### src/rtl/riscv_wb_scoreboard_if.sv
// Purpose: bundles the execute/LSU-to-regfile write-port signals of riscv_wb_scoreboard.
// Latency: n/a (wiring only).
// Backpressure: ld_ready_o gates load returns; ALU results and load issues are never stalled.
//
// Modports: master = upstream execute/LSU/decode plus regfile side; slave = the scoreboard.
// Optional: RISCV_WB_BYPASS_EN adds byp_rs1_hit_o, byp_rs2_hit_o and byp_data_o.
interface riscv_wb_scoreboard_if #(
    parameter int XLEN = 32
);
    logic            alu_valid_i;
    logic [4:0]      alu_rd_i;
    logic [XLEN-1:0] alu_data_i;
    logic            ld_issue_i;
    logic [4:0]      ld_issue_rd_i;
    logic            ld_valid_i;
    logic            ld_ready_o;
    logic [4:0]      ld_rd_i;
    logic [XLEN-1:0] ld_data_i;
    logic [4:0]      dec_rs1_i;
    logic [4:0]      dec_rs2_i;
    logic [4:0]      dec_rd_i;
    logic            hazard_o;
    logic            wr_en_o;
    logic [4:0]      wr_addr_o;
    logic [XLEN-1:0] wr_data_o;
    logic [5:0]      ld_pending_o;
`ifdef RISCV_WB_BYPASS_EN
    logic            byp_rs1_hit_o;
    logic            byp_rs2_hit_o;
    logic [XLEN-1:0] byp_data_o;
`endif

    modport master (
        output alu_valid_i, alu_rd_i, alu_data_i,
        output ld_issue_i, ld_issue_rd_i,
        output ld_valid_i, ld_rd_i, ld_data_i,
        output dec_rs1_i, dec_rs2_i, dec_rd_i,
        input  ld_ready_o, hazard_o, wr_en_o, wr_addr_o, wr_data_o, ld_pending_o
`ifdef RISCV_WB_BYPASS_EN
        , input byp_rs1_hit_o, byp_rs2_hit_o, byp_data_o
`endif
    );

    modport slave (
        input  alu_valid_i, alu_rd_i, alu_data_i,
        input  ld_issue_i, ld_issue_rd_i,
        input  ld_valid_i, ld_rd_i, ld_data_i,
        input  dec_rs1_i, dec_rs2_i, dec_rd_i,
        output ld_ready_o, hazard_o, wr_en_o, wr_addr_o, wr_data_o, ld_pending_o
`ifdef RISCV_WB_BYPASS_EN
        , output byp_rs1_hit_o, byp_rs2_hit_o, byp_data_o
`endif
    );
endinterface

### src/rtl/riscv_wb_scoreboard.sv
// Purpose: merges ALU results and buffered load returns onto the single regfile write port; tracks busy regs.
// Latency: ALU 1 cycle to wr_*_o; load return min 2 cycles (always via the FIFO); hazard_o combinational.
// Backpressure: ld_ready_o = !full from the registered count; continuous ALU traffic may starve loads.
//
// Ports: clk, reset_n (async active-low) and bus (riscv_wb_scoreboard_if.slave) carrying the ALU
// result, load issue, load return (valid/ready), decode sources, regfile write port and ld_pending_o.
// Optional: RISCV_WB_BYPASS_EN enables the decode bypass outputs byp_rs1_hit_o/byp_rs2_hit_o/byp_data_o.
// The interface XLEN must match this module's XLEN.

// Generic FIFO used for load-return buffering. DEPTH must be a power of two so pointers wrap for free.
// Push must only be asserted when !full and pop only when !empty; the storage itself is not reset,
// only the pointers/count, so reset drops all buffered entries at once.
module riscv_wb_fifo #(
    parameter int WIDTH = 37,
    parameter int DEPTH = 2
) (
    input  logic             clk,
    input  logic             reset_n,
    input  logic             push,
    input  logic [WIDTH-1:0] push_dat,
    input  logic             pop,
    output logic [WIDTH-1:0] head_dat,
    output logic             full,
    output logic             empty
);
    localparam int AW = (DEPTH > 1) ? $clog2(DEPTH) : 1;
    localparam int CW = AW + 1;

    logic [WIDTH-1:0] mem [DEPTH];
    logic [AW-1:0]    wr_ptr;
    logic [AW-1:0]    rd_ptr;
    logic [CW-1:0]    count;

    always_ff @(posedge clk or negedge reset_n) begin
        if (!reset_n) begin
            wr_ptr <= '0;
            rd_ptr <= '0;
            count  <= '0;
        end else begin
            if (push) wr_ptr <= wr_ptr + AW'(1);
            if (pop)  rd_ptr <= rd_ptr + AW'(1);
            count <= count + CW'(push) - CW'(pop);
        end
    end

    always_ff @(posedge clk) begin
        if (push) mem[wr_ptr] <= push_dat;
    end

    assign head_dat = mem[rd_ptr];
    assign full     = (count == CW'(DEPTH));
    assign empty    = (count == '0);
endmodule

module riscv_wb_scoreboard #(
    parameter int LD_FIFO_DEPTH = 2,
    parameter int XLEN          = 32
) (
    input logic                  clk,
    input logic                  reset_n,
    riscv_wb_scoreboard_if.slave bus
);
    localparam int EW = 5 + XLEN;

    logic            fifo_full;
    logic            fifo_empty;
    logic            ld_push;
    logic            ld_pop;
    logic [EW-1:0]   head_dat;
    logic [4:0]      head_rd;
    logic [XLEN-1:0] head_data;

    logic            sel_vld;
    logic [4:0]      sel_rd;
    logic [XLEN-1:0] sel_data;

    logic [31:0]     busy;
    logic [31:0]     busy_nxt;
    logic [5:0]      busy_cnt;

    logic            wr_en_q;
    logic [4:0]      wr_addr_q;
    logic [XLEN-1:0] wr_data_q;
    logic [5:0]      pending_q;

    // Ready depends only on the registered count, so a pop this cycle never frees a slot for a
    // same-cycle push; this keeps ld_ready_o free of any path from alu_valid_i.
    assign bus.ld_ready_o = !fifo_full;
    assign ld_push        = bus.ld_valid_i && !fifo_full;

    // ALU always wins the write port; the FIFO head drains only in ALU-idle cycles.
    assign ld_pop = !bus.alu_valid_i && !fifo_empty;

    riscv_wb_fifo #(
        .WIDTH (EW),
        .DEPTH (LD_FIFO_DEPTH)
    ) u_ld_fifo (
        .clk      (clk),
        .reset_n  (reset_n),
        .push     (ld_push),
        .push_dat ({bus.ld_rd_i, bus.ld_data_i}),
        .pop      (ld_pop),
        .head_dat (head_dat),
        .full     (fifo_full),
        .empty    (fifo_empty)
    );

    assign head_rd   = head_dat[EW-1 -: 5];
    assign head_data = head_dat[XLEN-1:0];

    assign sel_vld  = bus.alu_valid_i || ld_pop;
    assign sel_rd   = bus.alu_valid_i ? bus.alu_rd_i   : head_rd;
    assign sel_data = bus.alu_valid_i ? bus.alu_data_i : head_data;

    // A popped load clears its busy bit on the same edge it reaches the write port; a new issue to
    // the same register in that cycle must survive, so the set is applied last.
    always_comb begin
        busy_nxt = busy;
        if (ld_pop && head_rd != 5'd0) begin
            busy_nxt[head_rd] = 1'b0;
        end
        if (bus.ld_issue_i && bus.ld_issue_rd_i != 5'd0) begin
            busy_nxt[bus.ld_issue_rd_i] = 1'b1;
        end
    end

    always_comb begin
        busy_cnt = '0;
        for (int i = 0; i < 32; i++) begin
            busy_cnt = busy_cnt + 6'(busy[i]);
        end
    end

    always_ff @(posedge clk or negedge reset_n) begin
        if (!reset_n) begin
            busy      <= '0;
            pending_q <= '0;
            wr_en_q   <= 1'b0;
            wr_addr_q <= '0;
            wr_data_q <= '0;
        end else begin
            busy      <= busy_nxt;
            pending_q <= busy_cnt;
            // x0 targets still consume their source but never enable the write; address/data
            // only move on a real write so they hold across idle and x0 cycles.
            wr_en_q   <= sel_vld && (sel_rd != 5'd0);
            if (sel_vld && sel_rd != 5'd0) begin
                wr_addr_q <= sel_rd;
                wr_data_q <= sel_data;
            end
        end
    end

    assign bus.wr_en_o      = wr_en_q;
    assign bus.wr_addr_o    = wr_addr_q;
    assign bus.wr_data_o    = wr_data_q;
    assign bus.ld_pending_o = pending_q;

    // The rd term stops decode from issuing an ALU op that would race an in-flight load (WAW).
    assign bus.hazard_o = (busy[bus.dec_rs1_i] && bus.dec_rs1_i != 5'd0) ||
                          (busy[bus.dec_rs2_i] && bus.dec_rs2_i != 5'd0) ||
                          (busy[bus.dec_rd_i]  && bus.dec_rd_i  != 5'd0);

`ifdef RISCV_WB_BYPASS_EN
    assign bus.byp_rs1_hit_o = wr_en_q && (wr_addr_q == bus.dec_rs1_i) && (bus.dec_rs1_i != 5'd0);
    assign bus.byp_rs2_hit_o = wr_en_q && (wr_addr_q == bus.dec_rs2_i) && (bus.dec_rs2_i != 5'd0);
    assign bus.byp_data_o    = wr_data_q;
`endif
endmodule

### src/flat_wrapper.sv
// flat-port wrapper written by rule: the top's interface ports become plain ports
module riscv_wb_scoreboard_flat 
#(
    parameter int LD_FIFO_DEPTH = 2,
    parameter int XLEN          = 32
)
  (clk, reset_n, bus_alu_valid_i, bus_alu_rd_i, bus_alu_data_i, bus_ld_issue_i, bus_ld_issue_rd_i, bus_ld_valid_i, bus_ld_rd_i, bus_ld_data_i, bus_dec_rs1_i, bus_dec_rs2_i, bus_dec_rd_i, bus_ld_ready_o, bus_hazard_o, bus_wr_en_o, bus_wr_addr_o, bus_wr_data_o, bus_ld_pending_o);
  riscv_wb_scoreboard_if #(.XLEN(XLEN)) bus_i ();
  input logic clk;
  input logic reset_n;
  input wire logic [$bits(bus_i.alu_valid_i)-1:0] bus_alu_valid_i;
  input wire logic [$bits(bus_i.alu_rd_i)-1:0] bus_alu_rd_i;
  input wire logic [$bits(bus_i.alu_data_i)-1:0] bus_alu_data_i;
  input wire logic [$bits(bus_i.ld_issue_i)-1:0] bus_ld_issue_i;
  input wire logic [$bits(bus_i.ld_issue_rd_i)-1:0] bus_ld_issue_rd_i;
  input wire logic [$bits(bus_i.ld_valid_i)-1:0] bus_ld_valid_i;
  input wire logic [$bits(bus_i.ld_rd_i)-1:0] bus_ld_rd_i;
  input wire logic [$bits(bus_i.ld_data_i)-1:0] bus_ld_data_i;
  input wire logic [$bits(bus_i.dec_rs1_i)-1:0] bus_dec_rs1_i;
  input wire logic [$bits(bus_i.dec_rs2_i)-1:0] bus_dec_rs2_i;
  input wire logic [$bits(bus_i.dec_rd_i)-1:0] bus_dec_rd_i;
  output wire logic [$bits(bus_i.ld_ready_o)-1:0] bus_ld_ready_o;
  output wire logic [$bits(bus_i.hazard_o)-1:0] bus_hazard_o;
  output wire logic [$bits(bus_i.wr_en_o)-1:0] bus_wr_en_o;
  output wire logic [$bits(bus_i.wr_addr_o)-1:0] bus_wr_addr_o;
  output wire logic [$bits(bus_i.wr_data_o)-1:0] bus_wr_data_o;
  output wire logic [$bits(bus_i.ld_pending_o)-1:0] bus_ld_pending_o;
  assign bus_i.alu_valid_i = bus_alu_valid_i;
  assign bus_i.alu_rd_i = bus_alu_rd_i;
  assign bus_i.alu_data_i = bus_alu_data_i;
  assign bus_i.ld_issue_i = bus_ld_issue_i;
  assign bus_i.ld_issue_rd_i = bus_ld_issue_rd_i;
  assign bus_i.ld_valid_i = bus_ld_valid_i;
  assign bus_i.ld_rd_i = bus_ld_rd_i;
  assign bus_i.ld_data_i = bus_ld_data_i;
  assign bus_i.dec_rs1_i = bus_dec_rs1_i;
  assign bus_i.dec_rs2_i = bus_dec_rs2_i;
  assign bus_i.dec_rd_i = bus_dec_rd_i;
  assign bus_ld_ready_o = bus_i.ld_ready_o;
  assign bus_hazard_o = bus_i.hazard_o;
  assign bus_wr_en_o = bus_i.wr_en_o;
  assign bus_wr_addr_o = bus_i.wr_addr_o;
  assign bus_wr_data_o = bus_i.wr_data_o;
  assign bus_ld_pending_o = bus_i.ld_pending_o;
  riscv_wb_scoreboard #(.LD_FIFO_DEPTH(LD_FIFO_DEPTH), .XLEN(XLEN)) u_core (.clk(clk), .reset_n(reset_n), .bus(bus_i));
endmodule
### config.mk
export PLATFORM = sky130hd
export DESIGN_NAME = riscv_wb_scoreboard_flat
export DESIGN_NICKNAME = d
export VERILOG_FILES = /design/src/rtl/riscv_wb_scoreboard_if.sv /design/src/rtl/riscv_wb_scoreboard.sv /design/src/flat_wrapper.sv
export SDC_FILE = /design/constraint.sdc
export NUM_CORES = 1
export LEC_CHECK = 0
export CAP_MARGIN = 20
export CORE_ASPECT_RATIO = 0.7
export CORE_MARGIN = 2
export CORE_UTILIZATION = 40
export CTS_CLUSTER_DIAMETER = 40
export DETAILED_ROUTE_END_ITERATION = 8
export DONT_BUFFER_PORTS = 1
export PLACE_DENSITY = 0.57
export SKIP_LAST_GASP = 1
export SYNTH_ARGS = -nofsm -noshare
export SYNTH_HDL_FRONTEND = slang
export SYNTH_SLANG_ARGS = --single-unit
### constraint.sdc
create_clock -name clk -period 12.05 [get_ports clk]
set_input_delay 1.205 -clock clk [delete_from_list [all_inputs] [get_ports clk]]
set_output_delay 1.205 -clock clk [all_outputs]
set_load 0.1 [all_outputs]
==> results of run 1 <==
cell usage after synthesis, types with 10 or more instances:
master / n / area [um^2]
sky130_fd_sc_hd__mux2i_1: 40 / 400
sky130_fd_sc_hd__o21ai_0: 98 / 490
sky130_fd_sc_hd__mux2_4: 20 / 300
sky130_fd_sc_hd__fa_1: 24 / 480
sky130_fd_sc_hd__ha_1: 10 / 125
sky130_fd_sc_hd__mux4_2: 14 / 315
sky130_fd_sc_hd__dfrtp_1: 80 / 2000
sky130_fd_sc_hd__clkbuf_1: 12 / 45.0
sky130_fd_sc_hd__nand2_1: 57 / 214
sky130_fd_sc_hd__inv_1: 57 / 214
sky130_fd_sc_hd__mux2_2: 16 / 180
sky130_fd_sc_hd__edfxtp_1: 74 / 2220
state kept, by name (all words and copies together), names as in the netlist:
register,count
u_core.bus.wr_data_o,32
u_core.bus.wr_en_o,1
u_core.bus.wr_addr_o,5
u_core.busy,32
u_core.u_ld_fifo.wr_ptr,1
u_core.u_ld_fifo.mem,74
u_core.u_ld_fifo.rd_ptr,1
u_core.bus.ld_pending_o,6
u_core.u_ld_fifo.count,2
final cells by class:
class | instances | area, um^2
clock inverter | 14 | 198
tap | 264 | 330
sequential | 154 | 4230
clock buffer | 18 | 429
fill | 1742 | 10400
inverter | 57 | 214
multi-input combinational | 383 | 3330
timing repair buffer | 4 | 42.5
critical path: cells and delay by family (launching register included):
| family | cells | cell delay [ns] |
|---|---|---|
| compound gates | 2 | 0.18 |
| buf+inv | 2 | 0.13 |
| flops | 1 | 0.43 |
| xor+xnor | 1 | 0.13 |
| fa+ha+maj | 9 | 4.04 |
layout by cell type (no fill, tap or decap), drive strengths merged, types with 4 or more instances in the layout:
cell | netlist | routed
mux4 | 14 | 14
mux2i | 41 | 41
edfxtp | 74 | 74
nand3b | 6 | 6
a31oi | 4 | 4
nand2 | 57 | 57
buf | 14 | 4
nor2b | 8 | 8
a21oi | 8 | 8
mux2 | 44 | 44
fa | 24 | 24
a2111oi | 8 | 8
ha | 10 | 10
dfrtp | 80 | 80
inv | 57 | 66
nor2 | 6 | 6
xnor2 | 5 | 5
nand2b | 9 | 9
clkbuf | 12 | 18
o21ai | 99 | 99
per-layer routing:
layer	GRT usage, %	up-vias
met5	0	-
met4	5.36	0
met3	6.95	24
met2	27.5	187
met1	26.8	2558
li1	-	2230
path summary, 6_finish.rpt:
kind / startpoint / to / slack (ns)
worst max-delay path: u_core.busy[1] / u_core.bus.ld_pending_o[4] / 7.04
worst min-delay path: u_core.busy[0] / u_core.busy[0] / 0.41
worst max register to register: u_core.busy[1] / u_core.bus.ld_pending_o[4] / 7.04
worst min register to register: u_core.busy[0] / u_core.busy[0] / 0.41
max in group asynchronous: reset_n / u_core.bus.ld_pending_o[2] / 11.41
min in group asynchronous: reset_n / u_core.bus.wr_data_o[12] / 0.47
through the flow:
stage / std cells / setup WS, ns
after CTS: 894 / 7.00
after floorplan: 620 / 7.23
after global placement: 861 / 7.09
final: 894 / 7.04
after detailed placement: 862 / 7.03
after global routing: 894 / 6.80
kinds of logic after synthesis:
| family | share of synthesized area, % |
|---|---|
| muxes | 16.5 |
| DFF | 53.5 |
| and+or+nand+nor | 6.51 |
| AOI/OAI and AO/OA | 10.6 |
| adders and majority gates | 7.67 |
| xor gates and xnor gates | 0.777 |
| buffers and inverters | 4.47 |
==> flow_results.xml, run 1 <==
<?xml version="1.0" encoding="UTF-8"?>
<metrics>
  <group name="outcome">
    <metric name="status" unit="">completed</metric>
  </group>
  <group name="global_route">
    <metric name="grt_pass1_vias" unit="">5075</metric>
    <metric name="globalRoute.totalOverflow" unit="">0</metric>
    <metric name="grt_antenna_before_repair" unit="">0</metric>
    <metric name="pin_count_of_the_biggest_net_entering_global_routing" unit="">81</metric>
    <metric name="global_route_wire_length_before_repair" unit="um">29600</metric>
    <metric name="grt_use_total" unit="%">18.9</metric>
  </group>
  <group name="die">
    <metric name="die_h" unit="um">122</metric>
    <metric name="placeableCoreArea" unit="um^2">19100</metric>
    <metric name="dieWidth" unit="um">172</metric>
    <metric name="floorplan.die_area" unit="um^2">20900</metric>
    <metric name="top_level_ports" unit="">145</metric>
    <metric name="initial_utilization" unit="%">41.3</metric>
    <metric name="site_rows" unit="">42</metric>
  </group>
  <group name="sta">
    <metric name="setup_viol" unit="">0</metric>
    <metric name="worst-slew-pin-transition" unit="ns">1.08</metric>
    <metric name="slew_headroom" unit="%">28.0</metric>
    <metric name="hold_viol" unit="">0</metric>
    <metric name="fmax" unit="MHz">200</metric>
    <metric name="final-max-slew-violation-count" unit="">0</metric>
    <metric name="setup_repair_after_global_routing_missed_its_margin" unit="">false</metric>
    <metric name="crit_path_time_final" unit="ns">5.01</metric>
    <metric name="min_period_over_period" unit="%">41.6</metric>
    <metric name="fin_hold_ws" unit="ns">0.410</metric>
    <metric name="final_sum_of_negative_setup_slack" unit="ns">0</metric>
    <metric name="fin_clk_skew" unit="ns">0.0156</metric>
  </group>
  <group name="routing">
    <metric name="drt_iter0_drc" unit="">546</metric>
    <metric name="drt_first_pass_iters" unit="">5</metric>
    <metric name="route.met2.wl" unit="um">8180</metric>
    <metric name="final_antenna_net_count" unit="">0</metric>
    <metric name="top_metal_layer_carrying_routed_signals" unit="">met4</metric>
    <metric name="wl_per_cell" unit="um">20.8</metric>
    <metric name="met3_length" unit="um">1720</metric>
    <metric name="vias" unit="">4999</metric>
    <metric name="drt_wl_total" unit="um">18600</metric>
    <metric name="wl_met1" unit="um">8370</metric>
    <metric name="detail_route.drc_violations" unit="">0</metric>
    <metric name="avgViaCountPerCell" unit="">5.59</metric>
  </group>
  <group name="final_layout">
    <metric name="area_delta_synth_final" unit="%">11.0</metric>
    <metric name="final_nets" unit="">750</metric>
    <metric name="finish.utilization" unit="%">45.8</metric>
    <metric name="drive_gt1_share" unit="%">15.2</metric>
    <metric name="n_antenna_cell" unit="">0</metric>
    <metric name="design_area" unit="um^2">8770</metric>
  </group>
  <group name="critical_path">
    <metric name="timing.critical_path.from_type" unit="">flip-flop</metric>
    <metric name="worst_ep_arrival_time" unit="ns">5.31</metric>
    <metric name="cpMostUsedCell" unit="">sky130_fd_sc_hd__fa_1</metric>
    <metric name="timing.reg2reg.worst_path_depth" unit="">14</metric>
    <metric name="worstPathCellList" unit="">ha_1, inv_1, fa_1, fa_1, fa_1, fa_1, fa_1, fa_1, fa_1, fa_1, inv_1, a21o_1, a21oi_1, xnor2_1</metric>
    <metric name="critPathRequiredTime" unit="ns">12.35</metric>
    <metric name="slowest_delay" unit="ns">0.54</metric>
    <metric name="crit_type" unit="">flip-flop to flip-flop</metric>
    <metric name="critical_path_peak_fanout" unit="">5</metric>
    <metric name="timing.critical_path.slowest_stage_cell" unit="">sky130_fd_sc_hd__fa_1</metric>
    <metric name="crit_path_end_kind" unit="">flip-flop</metric>
  </group>
  <group name="logic_synthesis">
    <metric name="syn-instance-count" unit="">620</metric>
    <metric name="synth-seq-area-share" unit="%">53.5</metric>
    <metric name="synthesis.nets" unit="">753</metric>
    <metric name="yosys_register_bits" unit="">154</metric>
    <metric name="synth_warnings" unit="">0</metric>
    <metric name="ys.flop_type" unit="">sky130_fd_sc_hd__dfrtp_1</metric>
    <metric name="mappedNetlistArea" unit="um^2">7900</metric>
    <metric name="synth_edf_count" unit="">74</metric>
    <metric name="avgSynthCellArea" unit="um^2">12.7</metric>
    <metric name="yosys.cell_types.count" unit="">55</metric>
    <metric name="asyncSetResetFlopFracSynth" unit="%">51.9</metric>
  </group>
  <group name="clocking">
    <metric name="clock_tree_sinks" unit="">154</metric>
    <metric name="cts_tree" unit="">built</metric>
    <metric name="insertion_delay" unit="ns">0.42</metric>
    <metric name="clock_tree.buffer_depth" unit="">2</metric>
    <metric name="clk_transition_reported_paths" unit="ns">0.07</metric>
    <metric name="root_buffer" unit="">sky130_fd_sc_hd__clkbuf_16</metric>
    <metric name="cts-resized-gates" unit="">0</metric>
    <metric name="holdBufCountCts" unit="">0</metric>
    <metric name="htree_num_levels" unit="">4</metric>
    <metric name="total_clock_buffers_created_by_cts" unit="">17</metric>
    <metric name="cts_setup_buffers" unit="">0</metric>
  </group>
  <group name="place">
    <metric name="gp_congestion" unit="">0.958</metric>
    <metric name="count_of_input_and_output_buffers" unit="">0</metric>
    <metric name="place.detailed.hpwl" unit="um">13700</metric>
    <metric name="place_area" unit="um^2">8140</metric>
  </group>
  <group name="hold_path">
    <metric name="hold-path-cell-count" unit="">0</metric>
    <metric name="hold_path_class" unit="">flip-flop to flip-flop</metric>
  </group>
  <group name="flow_run">
    <metric name="cap_violations" unit="">0</metric>
  </group>
</metrics>
Power of run 1 is left out: the tool's default activity adds up to more than one toggle a clock period on the data nets, which glitch-free logic cannot reach.
==> run 2, diff against run 1 <==
--- a/config.mk
+++ b/config.mk
@@ -12,7 +12,7 @@
 export CTS_CLUSTER_DIAMETER = 40
 export DETAILED_ROUTE_END_ITERATION = 8
 export DONT_BUFFER_PORTS = 1
-export PLACE_DENSITY = 0.57
+export PLACE_DENSITY = 0.59
 export SKIP_LAST_GASP = 1
 export SYNTH_ARGS = -nofsm -noshare
 export SYNTH_HDL_FRONTEND = slang
==> constraint.sdc (replaced) <==
create_clock -name clk -period 4.6 [get_ports clk]
set_input_delay 0.46 -clock clk [delete_from_list [all_inputs] [get_ports clk]]
set_output_delay 0.46 -clock clk [all_outputs]
set_load 0.1 [all_outputs]
==> flow_results.xml, run 2 (same netlist as run 1, synthesis figures left out) <==
<?xml version="1.0" encoding="UTF-8"?>
<metrics>
  <group name="final_layout">
    <metric name="layout_commonest_cell" unit="">sky130_fd_sc_hd__o21ai_0</metric>
    <metric name="registers.top_by_ff_count" unit="">u_core.u_ld_fifo.mem</metric>
    <metric name="final-instance-count-excl-fill" unit="">917</metric>
    <metric name="multiInputGateArea" unit="um^2">3330</metric>
    <metric name="drive_gt1_share" unit="%">18.7</metric>
    <metric name="area_delta_synth_final" unit="%">13.4</metric>
    <metric name="n_antenna_cell" unit="">0</metric>
    <metric name="area.sequential" unit="um^2">4230</metric>
    <metric name="largest_reg_flops" unit="">74</metric>
    <metric name="layout.cells.most_common_list" unit="">97 x sky130_fd_sc_hd__o21ai_0, 79 x sky130_fd_sc_hd__dfrtp_1, 74 x sky130_fd_sc_hd__edfxtp_1, 57 x sky130_fd_sc_hd__nand2_1, 55 x sky130_fd_sc_hd__inv_1</metric>
    <metric name="finish.utilization" unit="%">46.8</metric>
    <metric name="final_nets" unit="">773</metric>
    <metric name="layout.filler_cells" unit="">1713</metric>
  </group>
  <group name="place">
    <metric name="count_of_input_and_output_buffers" unit="">0</metric>
    <metric name="gp_congestion" unit="">0.938</metric>
    <metric name="post-place-cells" unit="">878</metric>
    <metric name="place.detailed.hpwl" unit="um">13800</metric>
    <metric name="place_ws" unit="ns">-0.214</metric>
  </group>
  <group name="critical_path">
    <metric name="crit_path_end_kind" unit="">flip-flop</metric>
    <metric name="critical_path_peak_fanout" unit="">3</metric>
    <metric name="critPathRequiredTime" unit="ns">4.90</metric>
    <metric name="worst_ep_arrival_time" unit="ns">5.12</metric>
    <metric name="crit_type" unit="">flip-flop to flip-flop</metric>
    <metric name="timing.critical_path.from_type" unit="">flip-flop</metric>
    <metric name="reg2reg_setup_slack" unit="ns">-0.21</metric>
  </group>
  <group name="sta">
    <metric name="fin_clk_skew" unit="ns">0.0140</metric>
    <metric name="setup_slack" unit="ns">-0.214</metric>
    <metric name="worst-slew-pin-transition" unit="ns">0.958</metric>
    <metric name="crit_path_time_final" unit="ns">4.81</metric>
    <metric name="setup_viol" unit="">5</metric>
    <metric name="slew_headroom" unit="%">36.1</metric>
    <metric name="final-max-slew-violation-count" unit="">0</metric>
    <metric name="setup_repair_after_global_routing_missed_its_margin" unit="">true</metric>
    <metric name="fmax" unit="MHz">208</metric>
    <metric name="hold_viol" unit="">0</metric>
    <metric name="min_period_over_period" unit="%">105</metric>
  </group>
  <group name="global_route">
    <metric name="pin_count_of_the_biggest_net_entering_global_routing" unit="">81</metric>
    <metric name="global_route_wire_length_before_repair" unit="um">29000</metric>
    <metric name="grt_antenna_before_repair" unit="">0</metric>
    <metric name="globalRoute.totalOverflow" unit="">0</metric>
    <metric name="grt_pass1_vias" unit="">5189</metric>
    <metric name="grt_use_total" unit="%">18.5</metric>
  </group>
  <group name="die">
    <metric name="die_h" unit="um">122</metric>
    <metric name="floorplan.die_area" unit="um^2">20900</metric>
    <metric name="top_level_ports" unit="">145</metric>
    <metric name="placeableCoreArea" unit="um^2">19100</metric>
    <metric name="initial_utilization" unit="%">41.3</metric>
    <metric name="dieWidth" unit="um">172</metric>
    <metric name="site_rows" unit="">42</metric>
  </group>
  <group name="hold_path">
    <metric name="hold_path_class" unit="">input pin to flip-flop</metric>
  </group>
  <group name="routing">
    <metric name="avgViaCountPerCell" unit="">5.50</metric>
    <metric name="drt_first_pass_iters" unit="">5</metric>
    <metric name="vias" unit="">5039</metric>
    <metric name="wl_per_cell" unit="um">20.2</metric>
    <metric name="detail_route.drc_violations" unit="">0</metric>
    <metric name="drt_iter0_drc" unit="">456</metric>
    <metric name="drt_wl_total" unit="um">18600</metric>
    <metric name="final_antenna_net_count" unit="">0</metric>
  </group>
  <group name="outcome">
    <metric name="status" unit="">complete, but fails checks</metric>
    <metric name="failed_checks" unit="">setup timing</metric>
  </group>
  <group name="clocking">
    <metric name="cts_tree" unit="">built</metric>
    <metric name="clock_tree.buffer_depth" unit="">2</metric>
    <metric name="root_buffer" unit="">sky130_fd_sc_hd__clkbuf_16</metric>
    <metric name="clk_transition_reported_paths" unit="ns">0.07</metric>
    <metric name="insertion_delay" unit="ns">0.42</metric>
    <metric name="htree_num_levels" unit="">4</metric>
    <metric name="clock_tree_sinks" unit="">154</metric>
    <metric name="total_clock_buffers_created_by_cts" unit="">17</metric>
  </group>
  <group name="flow_run">
    <metric name="cap_violations" unit="">0</metric>
  </group>
</metrics>
-- run 2: final timing paths --
path / start / end / cells past startpoint
setup / recovery: u_core.busy[0] / u_core.bus.ld_pending_o[2] / 13
hold / removal: bus_ld_data_i[3] / u_core.u_ld_fifo.mem[0][3] / 0
setup reg to reg: u_core.busy[0] / u_core.bus.ld_pending_o[2] / 13
hold reg to reg: u_core.busy[0] / u_core.busy[0] / 0
max in group asynchronous: reset_n / u_core.u_ld_fifo.rd_ptr / 2
min in group asynchronous: reset_n / u_core.bus.wr_data_o[8] / 2
-- run 2: layout make-up --
| cell class | count | area share [%] |
|---|---|---|
| Inverter | 57 | 2.39 |
| Tap cell | 264 | 3.69 |
| Sequential cell | 154 | 47.2 |
| Timing Repair Buffer | 27 | 2.74 |
| Multi-Input combinational cell | 383 | 37.2 |
| Clock buffer | 18 | 4.79 |
| Clock inverter | 14 | 1.97 |
-- run 2: critical path: stages (launching register included) --
cell and delay, ns:
sky130_fd_sc_hd__dfrtp_1 0.40, sky130_fd_sc_hd__ha_1 0.29, sky130_fd_sc_hd__inv_1 0.07, sky130_fd_sc_hd__fa_1 0.42, sky130_fd_sc_hd__fa_1 0.51, sky130_fd_sc_hd__fa_1 0.43, sky130_fd_sc_hd__fa_1 0.52, sky130_fd_sc_hd__fa_1 0.45
sky130_fd_sc_hd__fa_1 0.50, sky130_fd_sc_hd__fa_2 0.39, sky130_fd_sc_hd__fa_2 0.35, sky130_fd_sc_hd__buf_4 0.14, sky130_fd_sc_hd__buf_6 0.10, sky130_fd_sc_hd__xnor2_1 0.12
-- run 2: repair_timing --
action,in CTS,in global routing
setup buffers,2,2
hold endpoints to repair,80,0
hold buffers,2,0
gates resized for setup,2,3
pin swaps,5,1
setup endpoints to repair,5,5
-- run 2: routing by layer --
| layer | part of all wire, % | vias to the layer above | GRT usage, % |
|---|---|---|---|
| met5 | 0 | - | 0 |
| met4 | 1.6 | 0 | 5.88 |
| met3 | 9.7 | 25 | 6.56 |
| met2 | 45 | 213 | 27.4 |
| met1 | 44 | 2519 | 25.4 |
| li1 | - | 2282 | - |
-- run 2: stage by stage --
stage | hold WS, ns | area, um^2 | setup TNS [ns]
after floorplan | 0.164 | 7900 | -0.0619
after global placement | 0.166 | 8250 | -0.273
after detailed placement | 0.166 | 8250 | -0.454
after CTS | 0.110 | 8910 | -0.455
after global routing | 0.100 | 8950 | -1.69
final | 0.126 | 8950 | -0.722
Power of run 2 is left out for the same reason.
